`src/rtl/seven_segment_scan_decoder.sv`:
```
// rtl/seven_segment_scan_decoder.sv - snoops a scanned 7-segment bus and rebuilds per-digit BCD frames
module seven_segment_scan_decoder #(
    parameter int NUM_DIGITS    = 4,
    parameter int STABLE_CYCLES = 4
) (
    input  logic                    clk,
    input  logic                    rst_n,
    input  logic [6:0]              seg_i,
    input  logic [NUM_DIGITS-1:0]   dig_sel_i,
    input  logic                    frame_ready_i,
    output logic                    frame_valid_o,
    output logic [4*NUM_DIGITS-1:0] bcd_o,
    output logic [NUM_DIGITS-1:0]   blank_o,
    output logic                    frame_err_o,
    output logic                    overrun_o
);

    typedef enum logic {EMPTY, FULL} state_t;

    localparam logic [7:0]            STABLE  = 8'(STABLE_CYCLES);
    localparam logic [NUM_DIGITS-1:0] SEL_ONE = NUM_DIGITS'(1);

    logic [6:0]              seg_q, seg_d;
    logic [NUM_DIGITS-1:0]   sel_q, sel_d;
    logic [7:0]              cnt_q, cnt_d;
    logic                    accept_q, accept_d;
    logic [4*NUM_DIGITS-1:0] nib_q, nib_d;
    logic [NUM_DIGITS-1:0]   blk_q, blk_d;
    logic [NUM_DIGITS-1:0]   mask_q, mask_d;
    logic                    perr_q, perr_d;
    state_t                  state_q, state_d;
    logic [4*NUM_DIGITS-1:0] bcd_q, bcd_d;
    logic [NUM_DIGITS-1:0]   blank_q, blank_d;
    logic                    ferr_q, ferr_d;
    logic                    ovr_q, ovr_d;

    logic                    changed;
    logic [3:0]              dec_nib;
    logic                    dec_blank, dec_bad;
    logic                    sel_onehot, capture, complete, load, err_new;
    logic [NUM_DIGITS-1:0]   mask_new;

    // Stability filter: counter restarts on any change of the sample registers.
    always_comb begin
        seg_d    = seg_i;
        sel_d    = dig_sel_i;
        changed  = (seg_i != seg_q) || (dig_sel_i != sel_q);
        cnt_d    = cnt_q;
        if (changed) begin
            cnt_d = 8'd1;
        end else if (cnt_q < STABLE) begin
            cnt_d = cnt_q + 8'd1;
        end
        accept_d = (cnt_d == STABLE) && (changed || (cnt_q != STABLE));
    end

    always_comb begin
        dec_nib   = 4'hE;
        dec_blank = 1'b0;
        dec_bad   = 1'b0;
        case (seg_q)
            7'h7E:   dec_nib = 4'd0;
            7'h30:   dec_nib = 4'd1;
            7'h6D:   dec_nib = 4'd2;
            7'h79:   dec_nib = 4'd3;
            7'h33:   dec_nib = 4'd4;
            7'h5B:   dec_nib = 4'd5;
            7'h5F:   dec_nib = 4'd6;
            7'h70:   dec_nib = 4'd7;
            7'h7F:   dec_nib = 4'd8;
            7'h7B:   dec_nib = 4'd9;
            7'h00: begin
                dec_nib   = 4'hF;
                dec_blank = 1'b1;
            end
            default: dec_bad = 1'b1;
        endcase
    end

    // Frame assembly; err_new is the error the completing frame carries before the flag clears.
    always_comb begin
        sel_onehot = (sel_q != '0) && ((sel_q & (sel_q - SEL_ONE)) == '0);
        capture    = accept_q && sel_onehot;
        mask_new   = capture ? (mask_q | sel_q) : mask_q;
        err_new    = perr_q | (accept_q && (sel_q != '0) && !sel_onehot) | (capture && dec_bad);
        complete   = capture && (&mask_new);
        mask_d     = complete ? '0 : mask_new;
        perr_d     = complete ? 1'b0 : err_new;
        nib_d      = nib_q;
        blk_d      = blk_q;
        for (int k = 0; k < NUM_DIGITS; k++) begin
            if (capture && sel_q[k]) begin
                nib_d[4*k +: 4] = dec_nib;
                blk_d[k]        = dec_blank;
            end
        end
    end

    always_comb begin
        load    = complete && ((state_q == EMPTY) || frame_ready_i);
        ovr_d   = complete && (state_q == FULL) && !frame_ready_i;
        bcd_d   = load ? nib_d : bcd_q;
        blank_d = load ? blk_d : blank_q;
        ferr_d  = load ? err_new : ferr_q;
        state_d = state_q;
        case (state_q)
            EMPTY:   if (complete) state_d = FULL;
            FULL:    if (frame_ready_i && !complete) state_d = EMPTY;
            default: state_d = EMPTY;
        endcase
    end

    always_ff @(posedge clk) begin
        if (!rst_n) begin
            seg_q    <= '0;
            sel_q    <= '0;
            cnt_q    <= '0;
            accept_q <= 1'b0;
            nib_q    <= '0;
            blk_q    <= '0;
            mask_q   <= '0;
            perr_q   <= 1'b0;
            state_q  <= EMPTY;
            bcd_q    <= '0;
            blank_q  <= '0;
            ferr_q   <= 1'b0;
            ovr_q    <= 1'b0;
        end else begin
            seg_q    <= seg_d;
            sel_q    <= sel_d;
            cnt_q    <= cnt_d;
            accept_q <= accept_d;
            nib_q    <= nib_d;
            blk_q    <= blk_d;
            mask_q   <= mask_d;
            perr_q   <= perr_d;
            state_q  <= state_d;
            bcd_q    <= bcd_d;
            blank_q  <= blank_d;
            ferr_q   <= ferr_d;
            ovr_q    <= ovr_d;
        end
    end

    assign frame_valid_o = (state_q == FULL);
    assign bcd_o         = bcd_q;
    assign blank_o       = blank_q;
    assign frame_err_o   = ferr_q;
    assign overrun_o     = ovr_q;

endmodule

```
`config.mk`:
```
export PLATFORM = sky130hd
export DESIGN_NAME = seven_segment_scan_decoder
export DESIGN_NICKNAME = d
export VERILOG_FILES = /design/src/rtl/seven_segment_scan_decoder.sv
export SDC_FILE = /design/constraint.sdc
export NUM_CORES = 1
export LEC_CHECK = 0
export CORE_MARGIN = 2
export CORE_UTILIZATION = 35
export DETAILED_ROUTE_END_ITERATION = 10
export GPL_TIMING_DRIVEN = 0
export PLACE_DENSITY = 0.57
export SETUP_SLACK_MARGIN = 0.5
export SYNTH_ARGS = -nofsm -noshare
export SYNTH_HDL_FRONTEND = slang
export SYNTH_SLANG_ARGS = --single-unit
```
`constraint.sdc`:
```
create_clock -name clk -period 1.71 [get_ports clk]
set_input_delay 0.342 -clock clk [delete_from_list [all_inputs] [get_ports clk]]
set_output_delay 0.342 -clock clk [all_outputs]
set_load 0.05 [all_outputs]
```
Word-level counts from Yosys, hierarchy flattened. Index checks and enable logic that the tools add are counted.

Input port bits: 14. Bits in registers: 68. Word-level logic and storage cells: 80. Output and inout bits: 23.

Reductions and logical operators: 27. Mux-type cells: 17. Add/subtract/negate cells: 2. Equality and inequality tests: 14. Bitwise operators: 6. Order comparisons: 1.

Operator list (number): == test 7 bit, second input constant (8); case mux 4 bit (11 select lines) (1); two-way mux 4 bit (5); two-way mux 8 bit (2); logical AND 1 bit (15); == test 7 x 6 -> 1 bit, second input constant (2); OR reduction 11 bit (1); adder 8 x 1 -> 8 bit, second input constant (1); == test 8 x 3 -> 1 bit, second input constant (1); less-than comparator 8 x 3 -> 1 bit, second input constant (1); two-way mux 1 bit (8); inequality test 8 x 3 -> 1 bit, second input constant (1); zero test 7 bit (1); inequality test 7 bit (1); AND 4 bit (1); zero test 4 bit (1); inequality test 4 bit (1); bitwise OR 4 bit (1); AND reduction 4 bit (1); nonzero test 4 bit (1); subtractor 4 x 1 -> 4 bit, second input constant (1); zero test 1 bit (3); logical OR 1 bit (3); NOT 1 bit (2); other kinds (3) (4).

Logic depth before layout (Yosys ltp). Gate-level depths: netlist of run 1.

Word-level depth: 12. Mapped depth: 8. Depth with buffers taken out: 6.

Least setup slack after synthesis of run 1. Ideal clock, no wire load.

Path kind: register to register. Start: register seg_q[0]. End: register bcd_q[3] (netlist: bcd_o[3]). Stages on the path, launching flop included: 7. Setup time: 131 ps. Data arrival time: 1604 ps. Setup slack: -24 ps. Period minus slack after synthesis: 1734 ps. Buffers on the path: 1. Required time: 1579 ps. Cells stage by stage: dfxtp_1 -> buf_2 -> nand3_2 -> or4b_4 -> and2_4 -> a311oi_1 -> o32ai_1.

Word-level cells in the longest chain between the ends: 3. Elaborated cells between the ends (all ways): 13. Classes of those cells: eq/ne: 10; mux: 2; reduce/logical: 1.

Ends and longest elaborated chain: start, declared (RTL line 23) `logic [6:0] seg_q, seg_d;`; start signal, assigned (RTL line 129) `seg_q <= seg_d;`; == test 7 bit (tied with other cells) (RTL line 61) `case (seg_q)`; case mux 4 bit (11 select lines) (*) (RTL line 61); two-way mux 4 bit (*) (RTL line 92) `if (capture && sel_q[k]) begin`; end signal, assigned (RTL line 124) `bcd_q <= '0;`; end signal, assigned (RTL line 138) `bcd_q <= bcd_d;`; end, declared (RTL line 32) `logic [4*NUM_DIGITS-1:0] bcd_q, bcd_d;`.

Mark *: on every way between the ends. The rest lies on a longest branch, timed or not. A chain may end at the register's enable or synchronous reset.

Worst setup path in the final report of run 1.
Start: register seg_q[3]. End: register bcd_q[3] (netlist: bcd_o[3]).

Same word-level chain as after synthesis.

==> results of run 1 <==
## sequential cells by signal, summed over array words and instances (netlist names)
signal and cells:
accept_q 1, overrun_o 1, blk_q 4, nib_q 16
blank_o 4, cnt_q 8, seg_q 7, sel_q 4
frame_err_o 1, bcd_o 16, frame_valid_o 1, perr_q 1
mask_q 4
## power by group through the flow
stage | Clock, mW | Combinational [mW] | Sequential, mW
2_1_floorplan | 0 | 0.166 | 1.65
3_3_place_gp | 0 | 0.240 | 1.65
3_5_place_dp | 0 | 0.242 | 1.65
4_1_cts | 1.34 | 0.295 | 1.62
5_1_grt | 1.43 | 0.360 | 1.62
6_report | 1.31 | 0.339 | 1.61
## metal layers
metal  share of wire (%)  vias up
met2                  47       74
met1                  45     1396
met5                   0        -
met3                 4.9       23
li1                    -     1374
met4                 2.7        0
## final cells by class
cell class | instances | area [sq um]
fillers | 720 | 3530
multi-input cells | 241 | 2010
flip-flops and latches | 68 | 1410
repair buffers | 72 | 781
plain buffers | 23 | 224
well taps | 105 | 131
clock buffers | 10 | 128
clock inverters | 6 | 63.8
inverters | 5 | 20.0
## timing repair
action,CTS,global route
pin swaps,24,22
hold endpoints to repair,0,0
resized for setup,245,54
buffers inserted,15,18
endpoints found under the setup margin,89,79
gates cloned,3,1
## metrics by stage
stage	worst slack (ns)	area (sq um)	util, %	power [mW]	std cells
after CTS	-0.0574	4410	53.1	3.25	511
after global placement	-0.441	3740	45.0	1.89	477
final	-0.141	4760	57.4	3.26	530
after detailed placement	-0.391	3740	45.0	1.89	477
after global routing	-0.196	4760	57.4	3.40	530
after floorplan	0.0581	3250	-	1.81	336
## cells by family after synthesis
family / after synthesis
AO/OA/AOI/OAI: 90
XOR/XNOR: 12
adder cells (fa/ha/maj): 2
buffers and inverters: 28
flip-flops: 68
multiplexers: 4
AND/OR/NAND/NOR: 132
## layout by cell type, fill, tap and decap left out, drive strengths merged, types with 3 or more instances in the layout
| cell | count |
|---|---|
| a21o | 3 |
| nand4 | 4 |
| clkinv | 3 |
| o21a | 5 |
| o31ai | 4 |
| o211ai | 7 |
| a311oi | 4 |
| a31oi | 3 |
| o22ai | 8 |
| a211oi | 8 |
| nor2 | 34 |
| a21oi | 20 |
| and3 | 8 |
| nor3 | 5 |
| clkbuf | 17 |
| buf | 75 |
| nor2b | 10 |
| nand3 | 15 |
| clkdlybuf4s50 | 11 |
| xnor2 | 12 |
| and2 | 19 |
| o21ai | 12 |
| mux2i | 4 |
| nand2 | 19 |
| dfxtp | 68 |
| inv | 5 |
| nand2b | 5 |
## worst max path at each step
stage                                   start                    end  slack, ns  cells past startpoint
after global placement                  rst_n    accept_q$_SDFF_PN0_      -0.44                      4
after detailed placement                rst_n    accept_q$_SDFF_PN0_      -0.39                      4
after floorplan           seg_q[3]$_SDFF_PN0_  bcd_o[3]$_SDFFE_PN0P_       0.06                      6
final                     seg_q[3]$_SDFF_PN0_  bcd_o[3]$_SDFFE_PN0P_      -0.14                      6
after CTS                 seg_q[1]$_SDFF_PN0_  bcd_o[3]$_SDFFE_PN0P_      -0.06                      6
after global routing      seg_q[3]$_SDFF_PN0_  bcd_o[3]$_SDFFE_PN0P_      -0.20                      6
## critical path, stage by stage, from the launching register on
cell	delay [ns]
dfxtp_2	0.34
buf_6	0.13
nand3_4	0.08
or4b_4	0.49
and2_4	0.21
a311oi_4	0.33
o32ai_2	0.14
==> results.py, run 1 <==
metrics = {
    "timing": {
        "finalCriticalPeriod_ns": 1.85,
        "hold_viol_final": 0,
        "max_freq_ghz": 0.540,
        "setup_slack_ns": -0.141,
        "relSlewSlack_pct": 73.7,
        "fin_crit_sh_pct": 108,
        "setup_viol": 18,
        "hold_slack_ns": 0.414,
        "skew_ns": 0.00873,
        "setup_tns_ns": -0.849,
        "tightest_slew_ns": 0.393,
        "report.final.slew_viol_count": 0,
        "grt_setup_unrepaired": "yes",
    },
    "global_routing": {
        "busiest_layer": "met2",
        "antenna_found_initial": 0,
        "grt_max_degree": 13,
        "use_met1_pct": 23.9,
        "grt_pass1_wl_microns": 13700,
        "grt-ovfl-total": 0,
        "grt.met3_usage_pct": 4.34,
        "grt_usage_pct": 18.1,
        "use_met2_pct": 28.6,
        "grt_pass1_vias": 2659,
    },
    "setup_path": {
        "crit_fanout": 5,
        "reg2reg_depth": 6,
        "required_ns": 1.93,
        "reg2reg_to": "bcd_o[3]$_SDFFE_PN0P_",
        "r2r_slack_ns": -0.14,
        "cp.arrival_ns": 2.07,
        "start_kind": "flop",
        "crit_type": "reg -> reg",
        "r2r-start": "seg_q[3]$_SDFF_PN0_",
        "endpoint_kind": "flop",
    },
    "yosys": {
        "synth_edf_count": 0,
        "yosysTopAreaCell": "dfxtp_1",
        "ys_seq_area_share_pct": 45.0,
        "yosysTopAreaCellShare_pct": 45.0,
        "synth.avg_cell_area_sq_um": 9.01,
        "synthAdderAreaFrac_pct": 0.827,
        "synthFlopType": "dfxtp_1",
        "ys_warn_count": 0,
        "synthXorXnorAreaFrac_pct": 3.47,
        "syn_nets": 352,
        "ys_ff_latch": 68,
        "synth.mux.area_fraction_pct": 1.32,
        "syn_inst": 336,
        "yosysUniqueCellTypes": 60,
        "postSynth.asyncResetShare_pct": 0,
        "synthTopCellsByCount": "dfxtp_1 (68), nor2_1 (32), a21oi_1 (20)",
        "synth-compound-area-share_pct": 21.0,
        "synth_top_family_by_area": "simple AND/OR/NAND/NOR gates",
        "synth_most_common_cell": "dfxtp_1",
        "yosys.area_share.simple_pct": 23.8,
        "synth_area_leaders": "dfxtp_1 (45%), nor2_1 (4.0%), and2_1 (3.7%)",
        "synthesis.area_sq_um": 3030,
    },
    "layout": {
        "nets": 436,
        "antennaDiodeCount": 0,
        "drive_gt1_share_pct": 49.2,
        "area_growth_pct": 57.4,
    },
    "floorplanning": {
        "io_pins": 37,
        "placementRows": 33,
        "dieArea_sq_um": 9410,
        "start_util_pct": 36.5,
        "core_sq_um": 8300,
        "die_w_microns": 97.0,
        "fp.dieH_microns": 97.0,
    },
    "detailed_routing": {
        "wl_per_cell_microns": 16.3,
        "viasPerCell": 5.41,
        "dr.first_iter.drc_count": 76,
        "dr.pass1.iters": 6,
        "via_count": 2867,
        "drc": 0,
        "drt-total-wl_microns": 8660,
        "drtAntennaViolNets": 0,
    },
    "run_status": {
        "violations": "negative setup slack",
        "status": "finished, violations left",
    },
    "placed_design": {
        "dp_hpwl_microns": 5520,
        "io_buffer_count": 36,
        "gp_congestion": 0.802,
    },
    "power": {
        "switchingPower_mw": 0.830,
        "leakagePower_nw": 1.84,
        "p_sw_share_pct": 25.4,
        "pwr-share-comb_pct": 10.4,
        "power.density_nw_per_um2": 685,
        "internal_power_mw": 2.43,
        "pwr-share-clk_pct": 40.2,
        "p_seq_share_pct": 49.5,
        "vdd.ir_drop.worst_uv": 361,
    },
    "clocking": {
        "cts_max_path_buffers": 2,
        "cts-root-buf": "clkbuf_8",
        "numCtsBuffers": 9,
        "clk_latency_ns": 0.35,
        "ctsHtreeMaxLevel": 3,
        "path_clk_slew_ns": 0.07,
        "clock_sinks": 68,
        "cts_hold_buf": 0,
        "cts_tree": "yes",
    },
    "hold_path": {
        "whs_path_depth": 2,
        "hold_class": "in -> reg",
        "holdCritStartpoint": "seg_i[2]",
        "min_to": "seg_q[2]$_SDFF_PN0_",
    },
    "job": {
        "maxCapViolations": 0,
    },
}
No activity file was read; power rests on OpenSTA's default activity.
==> inputs of run 2 (changes only) <==
CAP_MARGIN = 15   (was unset)
==> results of run 2 <==
Final layout, timing and power as in run 1 (identical DEF).
==> inputs of run 3 (changes only) <==
CORE_MARGIN = 3   (was 2)
CORE_UTILIZATION = 40   (was 35)
PLACE_DENSITY = 0.65   (was 0.57)
==> results.py, run 3 (synthesis results as in run 1) <==
metrics = {
    "run_status": {
        "status": "finished, violations left",
        "violations": "negative setup slack",
    },
    "detailed_routing": {
        "drc": 0,
        "drt-total-wl_microns": 10800,
        "viasPerCell": 5.57,
        "wl_per_cell_microns": 19.2,
        "dr.first_iter.drc_count": 179,
        "dr.pass1.iters": 4,
        "via_count": 3124,
        "drtAntennaViolNets": 0,
    },
    "setup_path": {
        "r2r_slack_ns": -0.15,
        "cp.arrival_ns": 2.12,
        "crit_type": "reg -> reg",
        "reg2reg_depth": 9,
        "start_kind": "flop",
        "path_cells": "buf_6 -> nor4b_4 -> o21a_1 -> and3_4 -> buf_8 -> buf_6 -> buf_8 -> nand3_1 -> o22ai_1",
        "r2r-start": "sel_q[1]$_SDFF_PN0_",
        "reg2reg_to": "bcd_o[13]$_SDFFE_PN0P_",
        "required_ns": 1.97,
        "cp_slowest_stage_delay_ns": 0.32,
        "critical-path-slowest-cell": "dfxtp_2",
        "endpoint_kind": "flop",
        "crit_fanout": 6,
    },
    "timing": {
        "grt_setup_unrepaired": "yes",
        "fin_crit_sh_pct": 109,
        "max_freq_ghz": 0.537,
        "setup_viol": 28,
        "finalCriticalPeriod_ns": 1.86,
        "report.final.slew_viol_count": 0,
        "relSlewSlack_pct": 62.4,
        "hold_viol_final": 0,
        "skew_ns": 0.0108,
        "tightest_slew_ns": 0.565,
        "setup_slack_ns": -0.151,
    },
    "global_routing": {
        "grt_usage_pct": 22.9,
        "grt_pass1_wl_microns": 15300,
        "grt-ovfl-total": 0,
        "antenna_found_initial": 0,
        "grt_pass1_vias": 3036,
        "grt_max_degree": 12,
    },
    "placed_design": {
        "gp_congestion": 0.841,
        "dp_hpwl_microns": 5370,
        "io_buffer_count": 36,
    },
    "power": {
        "internal_power_mw": 2.42,
        "vdd.ir_drop.worst_uv": 585,
        "p_sw_share_pct": 26.3,
        "pwr-share-clk_pct": 37.3,
        "p_seq_share_pct": 49.2,
        "leakagePower_nw": 2.08,
        "switchingPower_mw": 0.864,
        "pwr-share-comb_pct": 13.4,
        "total_power_mw": 3.28,
        "power.density_nw_per_um2": 609,
    },
    "hold_path": {
        "holdCritStartpoint": "bcd_o[7]$_SDFFE_PN0P_",
        "hold_class": "reg -> reg",
        "min_to": "bcd_o[7]$_SDFFE_PN0P_",
        "whs_path_depth": 2,
    },
    "clocking": {
        "clk_latency_ns": 0.35,
        "cts_tree": "yes",
        "ctsHtreeMaxLevel": 3,
        "path_clk_slew_ns": 0.07,
        "cts_max_path_buffers": 2,
        "clock_sinks": 68,
        "numCtsBuffers": 9,
        "cts-root-buf": "clkbuf_8",
    },
    "layout": {
        "fill_cells": 469,
        "antennaDiodeCount": 0,
        "final_core_util_pct": 74.0,
        "area_growth_pct": 78.2,
        "nets": 473,
        "drive_gt1_share_pct": 57.8,
        "final_cell_mix": "buf_4 (44), buf_6 (41), dfxtp_1 (36), dfxtp_2 (27), nor2_1 (21)",
        "final_common_cell": "buf_4",
    },
    "floorplanning": {
        "dieArea_sq_um": 8650,
        "placementRows": 31,
        "fp.dieH_microns": 93.0,
        "core_sq_um": 7290,
        "die_w_microns": 93.0,
        "io_pins": 37,
        "start_util_pct": 41.5,
    },
    "job": {
        "maxCapViolations": 0,
    },
}
-- run 3: metal layers --
metal / global-route usage, % / routed length (microns)
met2: 39.3 / 5530
met3: 5.47 / 524
met4: 7.81 / 393
met5: 0 / 0
met1: 28.0 / 4330
-- run 3: critical path, delay by kind of cell, from the launching register on --
family                 cells  cell delay (ns)
DFF                        1             0.32
and+or+nand+nor            3             0.58
buffers and inverters      4             0.50
AOI/OAI and AO/OA          2             0.38
-- run 3: power groups by stage --
stage | registers [mW] | logic [mW] | clock network (mW)
after floorplan | 1.65 | 0.166 | 0
after global placement | 1.65 | 0.238 | 0
after detailed placement | 1.65 | 0.241 | 0
after CTS | 1.62 | 0.370 | 1.23
after global routing | 1.62 | 0.463 | 1.32
final | 1.62 | 0.442 | 1.23
-- run 3: metrics by stage --
step / hold slack, ns / cells / instance area [sq um] / worst slack, ns / TNS (ns)
after floorplan: 0.431 / 336 / 3250 / 0.0581 / 0
after global placement: 0.443 / 471 / 3730 / -0.390 / -9.78
after detailed placement: 0.445 / 471 / 3730 / -0.406 / -10.44
after global routing: 0.494 / 561 / 5390 / -0.213 / -3.68
after CTS: 0.469 / 540 / 4890 / -0.0362 / -0.166
final: 0.464 / 561 / 5390 / -0.151 / -1.43
-- run 3: layout make-up --
type	count	area [sq um]	share of cell area [%]
plain buffers	23	241	4.48
clock buffers	12	155	2.88
clock inverters	4	23.8	0.441
inverters	5	20.0	0.371
multi-input cells	241	2240	41.6
flip-flops and latches	68	1410	26.2
well taps	99	124	2.30
repair buffers	109	1170	21.7
-- run 3: worst max-delay path by stage --
| stage | start | to | slack [ns] | cells after the start |
|---|---|---|---|---|
| after floorplan | seg_q[3]$_SDFF_PN0_ | bcd_o[3]$_SDFFE_PN0P_ | 0.06 | 6 |
| after global placement | rst_n | accept_q$_SDFF_PN0_ | -0.39 | 4 |
| after detailed placement | rst_n | cnt_q[1]$_SDFF_PN0_ | -0.41 | 4 |
| after CTS | seg_q[6]$_SDFF_PN0_ | bcd_o[7]$_SDFFE_PN0P_ | -0.04 | 6 |
| after global routing | sel_q[1]$_SDFF_PN0_ | bcd_o[13]$_SDFFE_PN0P_ | -0.21 | 9 |
| final | sel_q[1]$_SDFF_PN0_ | bcd_o[13]$_SDFFE_PN0P_ | -0.15 | 9 |
-- run 3: what timing repair did --
action,4_1_cts,5_1_grt
hold buffers,0,0
setup endpoints to repair,84,75
setup buffers,48,20
pin swaps,41,28
endpoints found under the hold margin,0,0
cloned,5,1
resized for setup,281,82
